### src/rtl/alu_issue_ctrl_pkg.sv
// Shared definitions for the ALU issue controller: opcode constants, FSM states and default widths.
package alu_issue_ctrl_pkg;

   localparam int DATA_W_DEF = 32;
   localparam int REG_AW_DEF = 5;

   localparam logic [3:0] OP_AND  = 4'd0;
   localparam logic [3:0] OP_OR   = 4'd1;
   localparam logic [3:0] OP_ADD  = 4'd2;
   localparam logic [3:0] OP_SUB  = 4'd6;
   localparam logic [3:0] OP_MIN  = 4'd7;
   localparam logic [3:0] OP_NOR  = 4'd12;
   localparam logic [3:0] OP_NAND = 4'd13;

   typedef enum logic [1:0] {
      ST_IDLE,
      ST_ISSUE,
      ST_EXEC,
      ST_WB
   } state_e;

   // Width of the ALU wait counter: must hold ALU_LAT, never narrower than one bit.
   function automatic int wait_cnt_w(input int lat);
      return (lat < 2) ? 1 : $clog2(lat + 1);
   endfunction

endpackage

### src/rtl/alu_issue_ctrl.sv
// Initiator side of the ALU interface: fetches operands from the register file, issues them to a
// clocked ALU, waits ALU_LAT edges, and writes the result back to the destination register.
module alu_issue_ctrl
   import alu_issue_ctrl_pkg::*;
#(
   parameter int DATA_W  = DATA_W_DEF,
   parameter int REG_AW  = REG_AW_DEF,
   parameter int ALU_LAT = 1,
   parameter int R0_ZERO = 1,
   parameter int CNT_W   = 16
) (
   input  logic              clk,
   input  logic              rst,
   input  logic              instr_valid,
   output logic              instr_ready,
   input  logic [3:0]        instr_op,
   input  logic [REG_AW-1:0] instr_rd,
   input  logic [REG_AW-1:0] instr_rs,
   input  logic [REG_AW-1:0] instr_rt,
   output logic [REG_AW-1:0] rf_raddr1,
   output logic [REG_AW-1:0] rf_raddr2,
   input  logic [DATA_W-1:0] rf_rdata1,
   input  logic [DATA_W-1:0] rf_rdata2,
   output logic [3:0]        alu_opcode,
   output logic [DATA_W-1:0] alu_in1,
   output logic [DATA_W-1:0] alu_in2,
   input  logic [DATA_W-1:0] alu_result,
   output logic              rf_we,
   output logic [REG_AW-1:0] rf_waddr,
   output logic [DATA_W-1:0] rf_wdata,
   output logic              done,
   output logic              busy,
   output logic [CNT_W-1:0]  retired_cnt
);

   localparam int CW = wait_cnt_w(ALU_LAT);

   state_e            state_q, state_d;
   logic [3:0]        op_q, op_d;
   logic [REG_AW-1:0] rd_q, rd_d, rs_q, rs_d, rt_q, rt_d;
   logic [CW-1:0]     wcnt_q, wcnt_d;
   logic [3:0]        alu_opcode_q, alu_opcode_d;
   logic [DATA_W-1:0] alu_in1_q, alu_in1_d, alu_in2_q, alu_in2_d;
   logic              rf_we_q, rf_we_d, done_q, done_d;
   logic [REG_AW-1:0] rf_waddr_q, rf_waddr_d;
   logic [DATA_W-1:0] rf_wdata_q, rf_wdata_d;
   logic [CNT_W-1:0]  retired_cnt_q, retired_cnt_d;

   always_comb begin
      // NOTE: every signal gets a default before the case so no path leaves it unassigned (no latch).
      state_d       = state_q;
      op_d          = op_q;
      rd_d          = rd_q;
      rs_d          = rs_q;
      rt_d          = rt_q;
      wcnt_d        = wcnt_q;
      alu_opcode_d  = alu_opcode_q;
      alu_in1_d     = alu_in1_q;
      alu_in2_d     = alu_in2_q;
      rf_we_d       = 1'b0;
      done_d        = 1'b0;
      rf_waddr_d    = rf_waddr_q;
      rf_wdata_d    = rf_wdata_q;
      retired_cnt_d = retired_cnt_q;

      unique case (state_q)
         ST_IDLE: begin
            if (instr_valid && instr_ready) begin
               op_d    = instr_op;
               rd_d    = instr_rd;
               rs_d    = instr_rs;
               rt_d    = instr_rt;
               state_d = ST_ISSUE;
            end
         end
         ST_ISSUE: begin
            alu_opcode_d = op_q;
            alu_in1_d    = rf_rdata1;
            alu_in2_d    = rf_rdata2;
            wcnt_d       = CW'(ALU_LAT);
            state_d      = ST_EXEC;
         end
         ST_EXEC: begin
            if (wcnt_q == CW'(1)) state_d = ST_WB;
            else                  wcnt_d  = wcnt_q - CW'(1);
         end
         ST_WB: begin
            // The ALU result is valid throughout WB; capturing it on the edge leaving WB puts the
            // write in the following cycle, which still lands before the next ISSUE reads.
            rf_wdata_d    = alu_result;
            rf_waddr_d    = rd_q;
            rf_we_d       = !((R0_ZERO != 0) && (rd_q == '0));
            done_d        = 1'b1;
            retired_cnt_d = retired_cnt_q + CNT_W'(1);
            state_d       = ST_IDLE;
         end
      endcase
   end

   always_ff @(posedge clk) begin
      // NOTE: datapath registers are reset too, because their reset values are visible on the ports.
      if (rst) begin
         state_q       <= ST_IDLE;
         op_q          <= '0;
         rd_q          <= '0;
         rs_q          <= '0;
         rt_q          <= '0;
         wcnt_q        <= '0;
         alu_opcode_q  <= '0;
         alu_in1_q     <= '0;
         alu_in2_q     <= '0;
         rf_we_q       <= 1'b0;
         done_q        <= 1'b0;
         rf_waddr_q    <= '0;
         rf_wdata_q    <= '0;
         retired_cnt_q <= '0;
      end else begin
         // NOTE: non-blocking so every flop samples pre-edge values regardless of statement order.
         state_q       <= state_d;
         op_q          <= op_d;
         rd_q          <= rd_d;
         rs_q          <= rs_d;
         rt_q          <= rt_d;
         wcnt_q        <= wcnt_d;
         alu_opcode_q  <= alu_opcode_d;
         alu_in1_q     <= alu_in1_d;
         alu_in2_q     <= alu_in2_d;
         rf_we_q       <= rf_we_d;
         done_q        <= done_d;
         rf_waddr_q    <= rf_waddr_d;
         rf_wdata_q    <= rf_wdata_d;
         retired_cnt_q <= retired_cnt_d;
      end
   end

   assign instr_ready = (state_q == ST_IDLE);
   assign busy        = (state_q != ST_IDLE);
   assign rf_raddr1   = rs_q;
   assign rf_raddr2   = rt_q;
   assign alu_opcode  = alu_opcode_q;
   assign alu_in1     = alu_in1_q;
   assign alu_in2     = alu_in2_q;
   assign rf_we       = rf_we_q;
   assign rf_waddr    = rf_waddr_q;
   assign rf_wdata    = rf_wdata_q;
   assign done        = done_q;
   assign retired_cnt = retired_cnt_q;

endmodule

### config.mk
export PLATFORM = sky130hd
export DESIGN_NAME = alu_issue_ctrl
export DESIGN_NICKNAME = d
export VERILOG_FILES = /design/src/rtl/alu_issue_ctrl_pkg.sv /design/src/rtl/alu_issue_ctrl.sv
export SDC_FILE = /design/constraint.sdc
export NUM_CORES = 1
export LEC_CHECK = 0
export ABC_AREA = 1
export CAP_MARGIN = 15
export CORE_ASPECT_RATIO = 1.25
export CORE_UTILIZATION = 41
export DETAILED_ROUTE_END_ITERATION = 16
export PLACE_DENSITY = 0.86
export SETUP_SLACK_MARGIN = 0.05
export SYNTH_ARGS = -nofsm -noshare
export SYNTH_HDL_FRONTEND = slang
export SYNTH_SLANG_ARGS = --single-unit
### constraint.sdc
create_clock -name clk -period 1.8 [get_ports clk]
set_clock_uncertainty 0.05 [all_clocks]
set_input_delay 0.36 -clock clk [delete_from_list [all_inputs] [get_ports clk]]
set_output_delay 0.36 -clock clk [all_outputs]
set_load 0.01 [all_outputs]
=== Yosys cells after proc, flatten, opt, wreduce, memory -nomap -nowiden ===
Cells that the tools add are included.

* Add/sub/neg operators: 2
* Equal/unequal tests: 5
* Multiplexer cells: 6
* Bitwise operators: 1
* Reduce and logical (&&, ||, !) cells: 9

{| class="wikitable"
|+ Operator list
! cell !! count
|-
| $add A16 B1 Y16 const B || 1
|-
| $pmux W2 S4 || 1
|-
| $logic_not A5 Y1 || 1
|-
| $eq A2 B2 Y1 const B || 2
|-
| $mux W2 || 2
|-
| $reduce_and A2 Y1 || 2
|-
| $reduce_bool A2 Y1 || 2
|-
| $eq A2 B1 Y1 const B || 1
|-
| $logic_not A2 Y1 || 1
|-
| $mux W1 || 2
|-
| $ne A2 B1 Y1 const B || 1
|-
| $ne A2 B2 Y1 const B || 1
|-
| $pmux W1 S2 || 1
|-
| $reduce_or A2 Y1 || 1
|-
| $logic_and A1 B1 Y1 || 1
|-
| $logic_not A1 Y1 || 1
|-
| $not A1 Y1 || 1
|-
| $sub A1 B1 Y1 const B || 1
|}

* Register bits: 145
* Input port bits: 118
* Output and inout bits: 135

=== Depth between registers and ports, before layout ===
Gate-level depths: netlist of run 1.

* Depth in word-level cells: 4
* Mapped depth: 10
* Mapped depth without buffers: 8

=== Worst setup path before layout of run 1 ===
No wires, ideal clock.

* Path type: reg2reg
* Start point: register state_q[1]
* End point: register alu_in1_q[0], in the netlist alu_in1[0]
* Arrival time: 1274 ps
* Required time: 1634 ps
* Path slack: 360 ps
* Stages on the path, launching flop included: 9
* Period minus slack after synthesis: 1440 ps
* Cell sequence: dfxtp_1 inv_1 ha_1 buf_2 inv_2 buf_4 buf_2 nor2_1 nor2_1

* Longest elaborated chain between the ends: 1

{| class="wikitable"
|+ RTL lines
! item !! RTL line !! RTL
|-
| start: declaration || alu_issue_ctrl.sv:38 || <nowiki>state_e state_q, state_d;</nowiki>
|-
| start signal: assignment || alu_issue_ctrl.sv:119 || <nowiki>state_q <= state_d;</nowiki>
|-
| $eq A2 B1 Y1 || alu_issue_ctrl.sv:66 || <nowiki>unique case (state_q)</nowiki>
|-
| end signal: assignment || alu_issue_ctrl.sv:126 || <nowiki>alu_in1_q <= alu_in1_d;</nowiki>
|-
| end: declaration || alu_issue_ctrl.sv:43 || <nowiki>logic [DATA_W-1:0] alu_in1_q, alu_in1_d, alu_in2_q, alu_in2_d;</nowiki>
|}

No other way between the ends.
A chain may end at the register's enable or synchronous reset.

=== Worst setup path after layout of run 1 ===
* Start point: register rf_wdata_q[4], in the netlist rf_wdata[4]
* End point: output port rf_wdata[4]

{| class="wikitable"
|+ RTL lines
! item !! RTL line !! RTL
|-
| start: declaration || alu_issue_ctrl.sv:46 || <nowiki>logic [DATA_W-1:0] rf_wdata_q, rf_wdata_d;</nowiki>
|-
| start signal: assignment || alu_issue_ctrl.sv:131 || <nowiki>rf_wdata_q <= rf_wdata_d;</nowiki>
|-
| end: declaration || alu_issue_ctrl.sv:30 || <nowiki>output logic [DATA_W-1:0] rf_wdata,</nowiki>
|}

No word-level cell between the ends.

==> results of run 1 <==
[worst min-delay path by stage]
stage                           startpoint                     endpoint  slack (ns)
2_1_floorplan          wcnt_q$_SDFFE_PP0P_          wcnt_q$_SDFFE_PP0P_        0.39
3_3_place_gp     rf_raddr1[0]$_SDFFE_PP0P_    rf_raddr1[0]$_SDFFE_PP0P_        0.41
3_5_place_dp          rd_q[1]$_SDFFE_PP0P_     rf_waddr[1]$_SDFFE_PP0P_        0.42
4_1_cts               rd_q[1]$_SDFFE_PP0P_     rf_waddr[1]$_SDFFE_PP0P_        0.43
5_1_grt        retired_cnt[0]$_SDFFE_PP0P_  retired_cnt[0]$_SDFFE_PP0P_        0.45
6_report              rd_q[1]$_SDFFE_PP0P_     rf_waddr[1]$_SDFFE_PP0P_        0.43
[registers in the layout, indices dropped and copies added, names as in the netlist, 2 cells and up]
| signal | flops |
|---|---|
| state_q | 2 |
| rf_raddr2 | 5 |
| rf_wdata | 32 |
| retired_cnt | 16 |
| alu_in1 | 32 |
| rf_raddr1 | 5 |
| rf_waddr | 5 |
| alu_in2 | 32 |
| op_q | 4 |
| rd_q | 5 |
| alu_opcode | 4 |
[power breakdown]
part	switching (mW)	internal [mW]	leakage, nW
sequential	0.401	4.07	1.19
combinational	2.06	2.05	2.45
clock	1.36	2.12	0.282
total	3.82	8.23	3.92
[what timing repair did]
action,4_1_cts,5_1_grt
cloned,0,0
setup endpoints to repair,20,18
gates resized for setup,30,18
[through the flow]
stage | area [sq um] | hold WS [ns] | setup WS, ns | util [%] | power (mW)
floorplan | 5240 | 0.389 | 0.360 | - | 6.35
global placement | 7930 | 0.412 | 0.124 | 64.6 | 8.58
detailed placement | 7930 | 0.420 | 0.0815 | 64.6 | 8.70
CTS | 8500 | 0.428 | 0.0541 | 69.3 | 12.2
global route | 8550 | 0.452 | 0.0503 | 69.6 | 12.8
finish | 8550 | 0.426 | 0.0827 | 69.6 | 12.1
[per-layer routing]
layer,vias up,share of wire (%),wire length [microns]
li1,2641,-,-
met1,2411,38,5790
met3,24,9.7,1470
met2,205,50,7610
met4,0,2.3,344
met5,-,0,0
[cells by family after synthesis]
family | synth area share [%]
buf+inv | 5.38
xor+xnor | 0.502
simple gates | 22.9
compound gates | 14.6
fa+ha+maj | 1.20
flops | 55.4
[final cells by class]
cell class                 instances  share of cell area [%]
tap                              164                    2.40
inverter                          24                    1.05
sequential                       145                    34.0
clock inverter                    12                    1.55
timing repair buffer             266                    31.6
clock buffer                      20                    5.34
multi-input combinational        463                    24.1
[cell usage after synthesis, types with 2 or more instances]
library cell  number
nor2_1           260
dfxtp_1          145
o21ai_0          130
nand2_1           27
clkbuf_1          25
inv_1             21
a21oi_1           16
buf_2             12
nand3_1           11
ha_1               5
inv_2              3
buf_4              2
buf_6              2
nand4_1            2
xor2_1             2
==> results.toml, run 1 <==
[global_routing]
grt_pass1_vias = 5106
grt_pass1_wl_microns = 24000
grt_util_met3_pct = 9.07
grt_use_met1_pct = 23.8
overflow = 0
use_met2_pct = 42.0
top_usage_layer = "met2"
antenna_found_initial = 0
track_usage_pct = 23.4
grt_max_degree = 61

[setup_path]
rr_endpoint = "retired_cnt[13]$_SDFFE_PP0P_"
cp_max_fo = 2
critical_path_class = "flop to primary output"
worstPathArrival_ns = 1.31
worstSetupEndpoint = "rf_wdata[4]"
r2r_cells = 8
start_kind = "flop"
cp_top_family = "buffers and inverters"
crit_chain = "clkdlybuf4s50_1"
critPathSlowestCell = "clkdlybuf4s50_1"
crit_start = "rf_wdata[4]$_SDFFE_PP0P_"
path_depth = 1
crit_buf_inv = 1
cp-end-kind = "primary output"
r2r_slack_ns = 0.26
required_ns = 1.39
reg2reg_from = "state_q[0]$_SDFFE_PP0P_"
slowest_delay_ns = 0.56

[drt]
wire_per_inst_microns = 13.9
drc_errors = 0
drtAntennaViolNets = 0
firstDrtPassIters = 6
routed_via_density = 4.83
wirelength_microns = 15200
drt_first_iter_violations = 200
vias = 5281

[logic_synthesis]
synth_cells = 673
synth_top_cell_by_area = "dfxtp_1"
async_flop_share_pct = 0
synth.avg_cell_area_sq_um = 7.78
synth_ff_type = "dfxtp_1"
yosys_warnings = 0
synthesis.area_sq_um = 5240
netlist-cell-type-count = 25
synth_edf_count = 0
ys_top_cells_by_area = "dfxtp_1 55%, nor2_1 19%, o21ai_0 12%, nand2_1 1.9%, clkbuf_1 1.8%"
ys_seq_area_share_pct = 55.4
synth_top_area_share_pct = 55.4
synth_fp_nets = 796
ys_seq_elements = 145

[die]
die_h_microns = 128
pin_count = 253
dieArea_sq_um = 13200
die_width_microns = 103
core_sq_um = 12300
start_util_pct = 42.7
row_count = 45

[sta]
worst_pin_slew_ns = 0.479
setup_viol = 0
grt_setup_unrepaired = "false"
drv_slew = 0
fmaxAchievable_ghz = 0.582
tns_ns = 0
period_share_pct = 95.4
hold_viol = 0
finalCriticalPeriod_ns = 1.72
slew_headroom_pct = 68.1

[clocking]
postCtsSetupRepairBufs = 0
path_clk_slew_ns = 0.06
clkSinkCount = 145
cts_tree = "done"
clkLatencyLatePin_ns = 0.41
h-tree-depth = 4
ctsHoldBuffers = 0
cts_root_buf = "clkbuf_16"
clockBufferDepth = 2
cts_buffers = 17

[hold_path]
min_path_cells = 2
hp-class = "flop to flop"

[placed_design]
hpwl_microns = 10800
place_inst = 1062
place.port_buffers = 252
gp_congestion = 0.801

[final_layout]
drive_gt1_share_pct = 6.67
mostFrequentLayoutCell = "nor2_1"
seq_area_sq_um = 2910
final_cell_mix = "260 x nor2_1, 215 x clkdlybuf4s50_1, 140 x dfxtp_1"
fill_cells = 964
layout.nets = 1040
diodes = 0
multiInputGateArea_sq_um = 2060
synthToLayoutAreaGrowth_pct = 63.3
instances_no_fill = 1094

[pwr]
p_leak_nw = 3.92
powerDensity_nw_per_um2 = 1410
ir_drop_mv = 0.798

[run]
drv_cap = 0

[status]
status = "finished clean"
(Power assumes the default switching activity.)
==> inputs of run 2 (changes only) <==
- CORE_UTILIZATION: 41 -> 30
- PLACE_DENSITY: 0.86 -> 0.7
- clock period: 1.8 -> 1.4 ns (I/O delays scaled with it)
==> results.toml, run 2 (synthesized netlist as in run 1, its figures left out) <==
[status]
status = "complete, but fails checks"
violations = "setup timing"

[drt]
drc_errors = 0
drt_first_iter_violations = 215
wire_per_inst_microns = 14.8
routed_via_density = 4.62
drtAntennaViolNets = 0
wirelength_microns = 17600
vias = 5505
firstDrtPassIters = 4

[global_routing]
antenna_found_initial = 0
grt_pass1_vias = 4951
grt_pass1_wl_microns = 24600
track_usage_pct = 17.4
grt_max_degree = 69
overflow = 0

[setup_path]
worstSetupEndpoint = "busy"
reg2reg_from = "state_q[0]$_SDFFE_PP0P_"
required_ns = 1.07
r2r_slack_ns = -0.04
r2r_cells = 7
rr_endpoint = "rf_wdata[15]$_SDFFE_PP0P_"
worstPathArrival_ns = 1.13
crit_start = "state_q[0]$_SDFFE_PP0P_"
start_kind = "flop"
cp_max_fo = 4
cp-end-kind = "primary output"
critical_path_class = "flop to primary output"

[final_layout]
drive_gt1_share_pct = 34.7
instances_no_fill = 1192
fill_cells = 1578
final_cell_mix = "212 x nor2_1, 127 x dfxtp_1, 117 x clkdlybuf4s50_1"
layout.nets = 1084
mostFrequentLayoutCell = "nor2_1"
post-route-util_pct = 53.6
synthToLayoutAreaGrowth_pct = 73.7
diodes = 0

[die]
pin_count = 253
die_h_microns = 150
row_count = 53
dieArea_sq_um = 18000
start_util_pct = 30.8
core_sq_um = 17000
die_width_microns = 120

[clocking]
clkSinkCount = 145
cts_tree = "done"
cts_buffers = 17
clockBufferDepth = 2
clkLatencyLatePin_ns = 0.42
cts_root_buf = "clkbuf_16"
h-tree-depth = 4
path_clk_slew_ns = 0.06

[sta]
grt_setup_unrepaired = "true"
setup_viol = 39
slew_headroom_pct = 79.3
hold_viol = 0
period_share_pct = 104
worst_pin_slew_ns = 0.311
drv_slew = 0
tns_ns = -0.602
finalCriticalPeriod_ns = 1.46
finalWorstSetupSlack_ns = -0.0591
fmaxAchievable_ghz = 0.685

[placed_design]
place_inst = 1136
gp_congestion = 0.741
hpwl_microns = 11000
pre_cts_slack_ns = -0.310
place.port_buffers = 252

[pwr]
ir_drop_mv = 0.970
p_comb_share_pct = 37.3
p_total_mw = 16.9
powerDensity_nw_per_um2 = 1860
p_seq_share_pct = 34.6
sw_frac_of_total_pct = 33.7
power_switching_mw = 5.68
p_int_mw = 11.2
power_frac_clock_pct = 28.1
p_leak_nw = 4.05

[run]
drv_cap = 0

[hold_path]
hp-class = "input port to flop"
run 2: cell types whose count changed in the layout (fill, tap and decap cells not counted), sizes merged:
cell	change
buf	+63
clkbuf	+93
clkinv	-3
dlymetal6s2s	-18
clkinvlp	-1
clkdlybuf4s50	-98
dlygate4sd2	-17
clkdlybuf4s15	+22
bufinv	+1
run 2: through the flow:
stage               hold slack [ns]  instance area, sq um
finish                        0.393                  9090
floorplan                     0.365                  5260
detailed placement            0.422                  8170
CTS                           0.370                  8880
global placement              0.414                  8170
global route                  0.392                  9090
run 2: layout make-up:
| class | count | area [sq um] | area share [%] |
|---|---|---|---|
| timing repair buffer | 309 | 2730 | 30.0 |
| clock inverter | 8 | 128 | 1.40 |
| clock buffer | 22 | 484 | 5.33 |
| timing repair inverter | 1 | 8.76 | 0.0963 |
| inverter | 24 | 105 | 1.16 |
| multi-input combinational | 463 | 2430 | 26.8 |
| tap | 220 | 275 | 3.03 |
| sequential | 145 | 2930 | 32.3 |
run 2: what timing repair did:
item / CTS / global route
hold buffers: 0 / 0
pin swaps: 5 / 14
cloned: 0 / 11
setup buffers: 4 / 11
resized for setup: 342 / 292
setup endpoints to repair: 212 / 224
endpoints found under the hold margin: 0 / 0
run 2: routing by layer:
metal,wire length (microns),up-vias,GRT usage [%]
met3,1370,26,5.87
met1,7050,2517,20.2
met5,0,-,0
met2,8870,219,29.2
met4,318,0,7.31
li1,-,2743,-
run 2: power by group through the flow:
| stage | Combinational, mW | Clock, mW | Sequential, mW |
|---|---|---|---|
| 6_report | 6.30 | 4.74 | 5.84 |
| 5_1_grt | 6.89 | 5.02 | 5.96 |
| 4_1_cts | 5.30 | 4.83 | 5.75 |
| 3_5_place_dp | 5.60 | 0 | 5.81 |
| 3_3_place_gp | 5.56 | 0 | 5.77 |
| 2_1_floorplan | 1.94 | 0 | 6.25 |
run 2: worst min-delay path by stage:
stage / startpoint / end / slack (ns) / depth (start not counted)
6_report: rf_rdata2[13] / alu_in2[13]$_SDFFE_PP0N_ / 0.39 / 3
5_1_grt: rf_rdata1[30] / alu_in1[30]$_SDFFE_PP0N_ / 0.39 / 3
4_1_cts: rf_rdata2[22] / alu_in2[22]$_SDFFE_PP0N_ / 0.37 / 3
3_5_place_dp: wcnt_q$_SDFFE_PP0P_ / wcnt_q$_SDFFE_PP0P_ / 0.42 / 2
3_3_place_gp: rf_raddr2[4]$_SDFFE_PP0P_ / rf_raddr2[4]$_SDFFE_PP0P_ / 0.41 / 2
2_1_floorplan: rf_rdata1[0] / alu_in1[0]$_SDFFE_PP0N_ / 0.36 / 2
run 2: worst max-delay path, cell delays in order (launching register included):
cell	delay (ns)
dfxtp_2	0.32
inv_2	0.08
ha_4	0.16
inv_2	0.04
buf_6	0.11
==> inputs of run 3 (changes only) <==
- CTS_CLUSTER_SIZE: not set -> 28
==> results of run 3 <==
Final layout, timing and power as in run 2 (identical DEF).
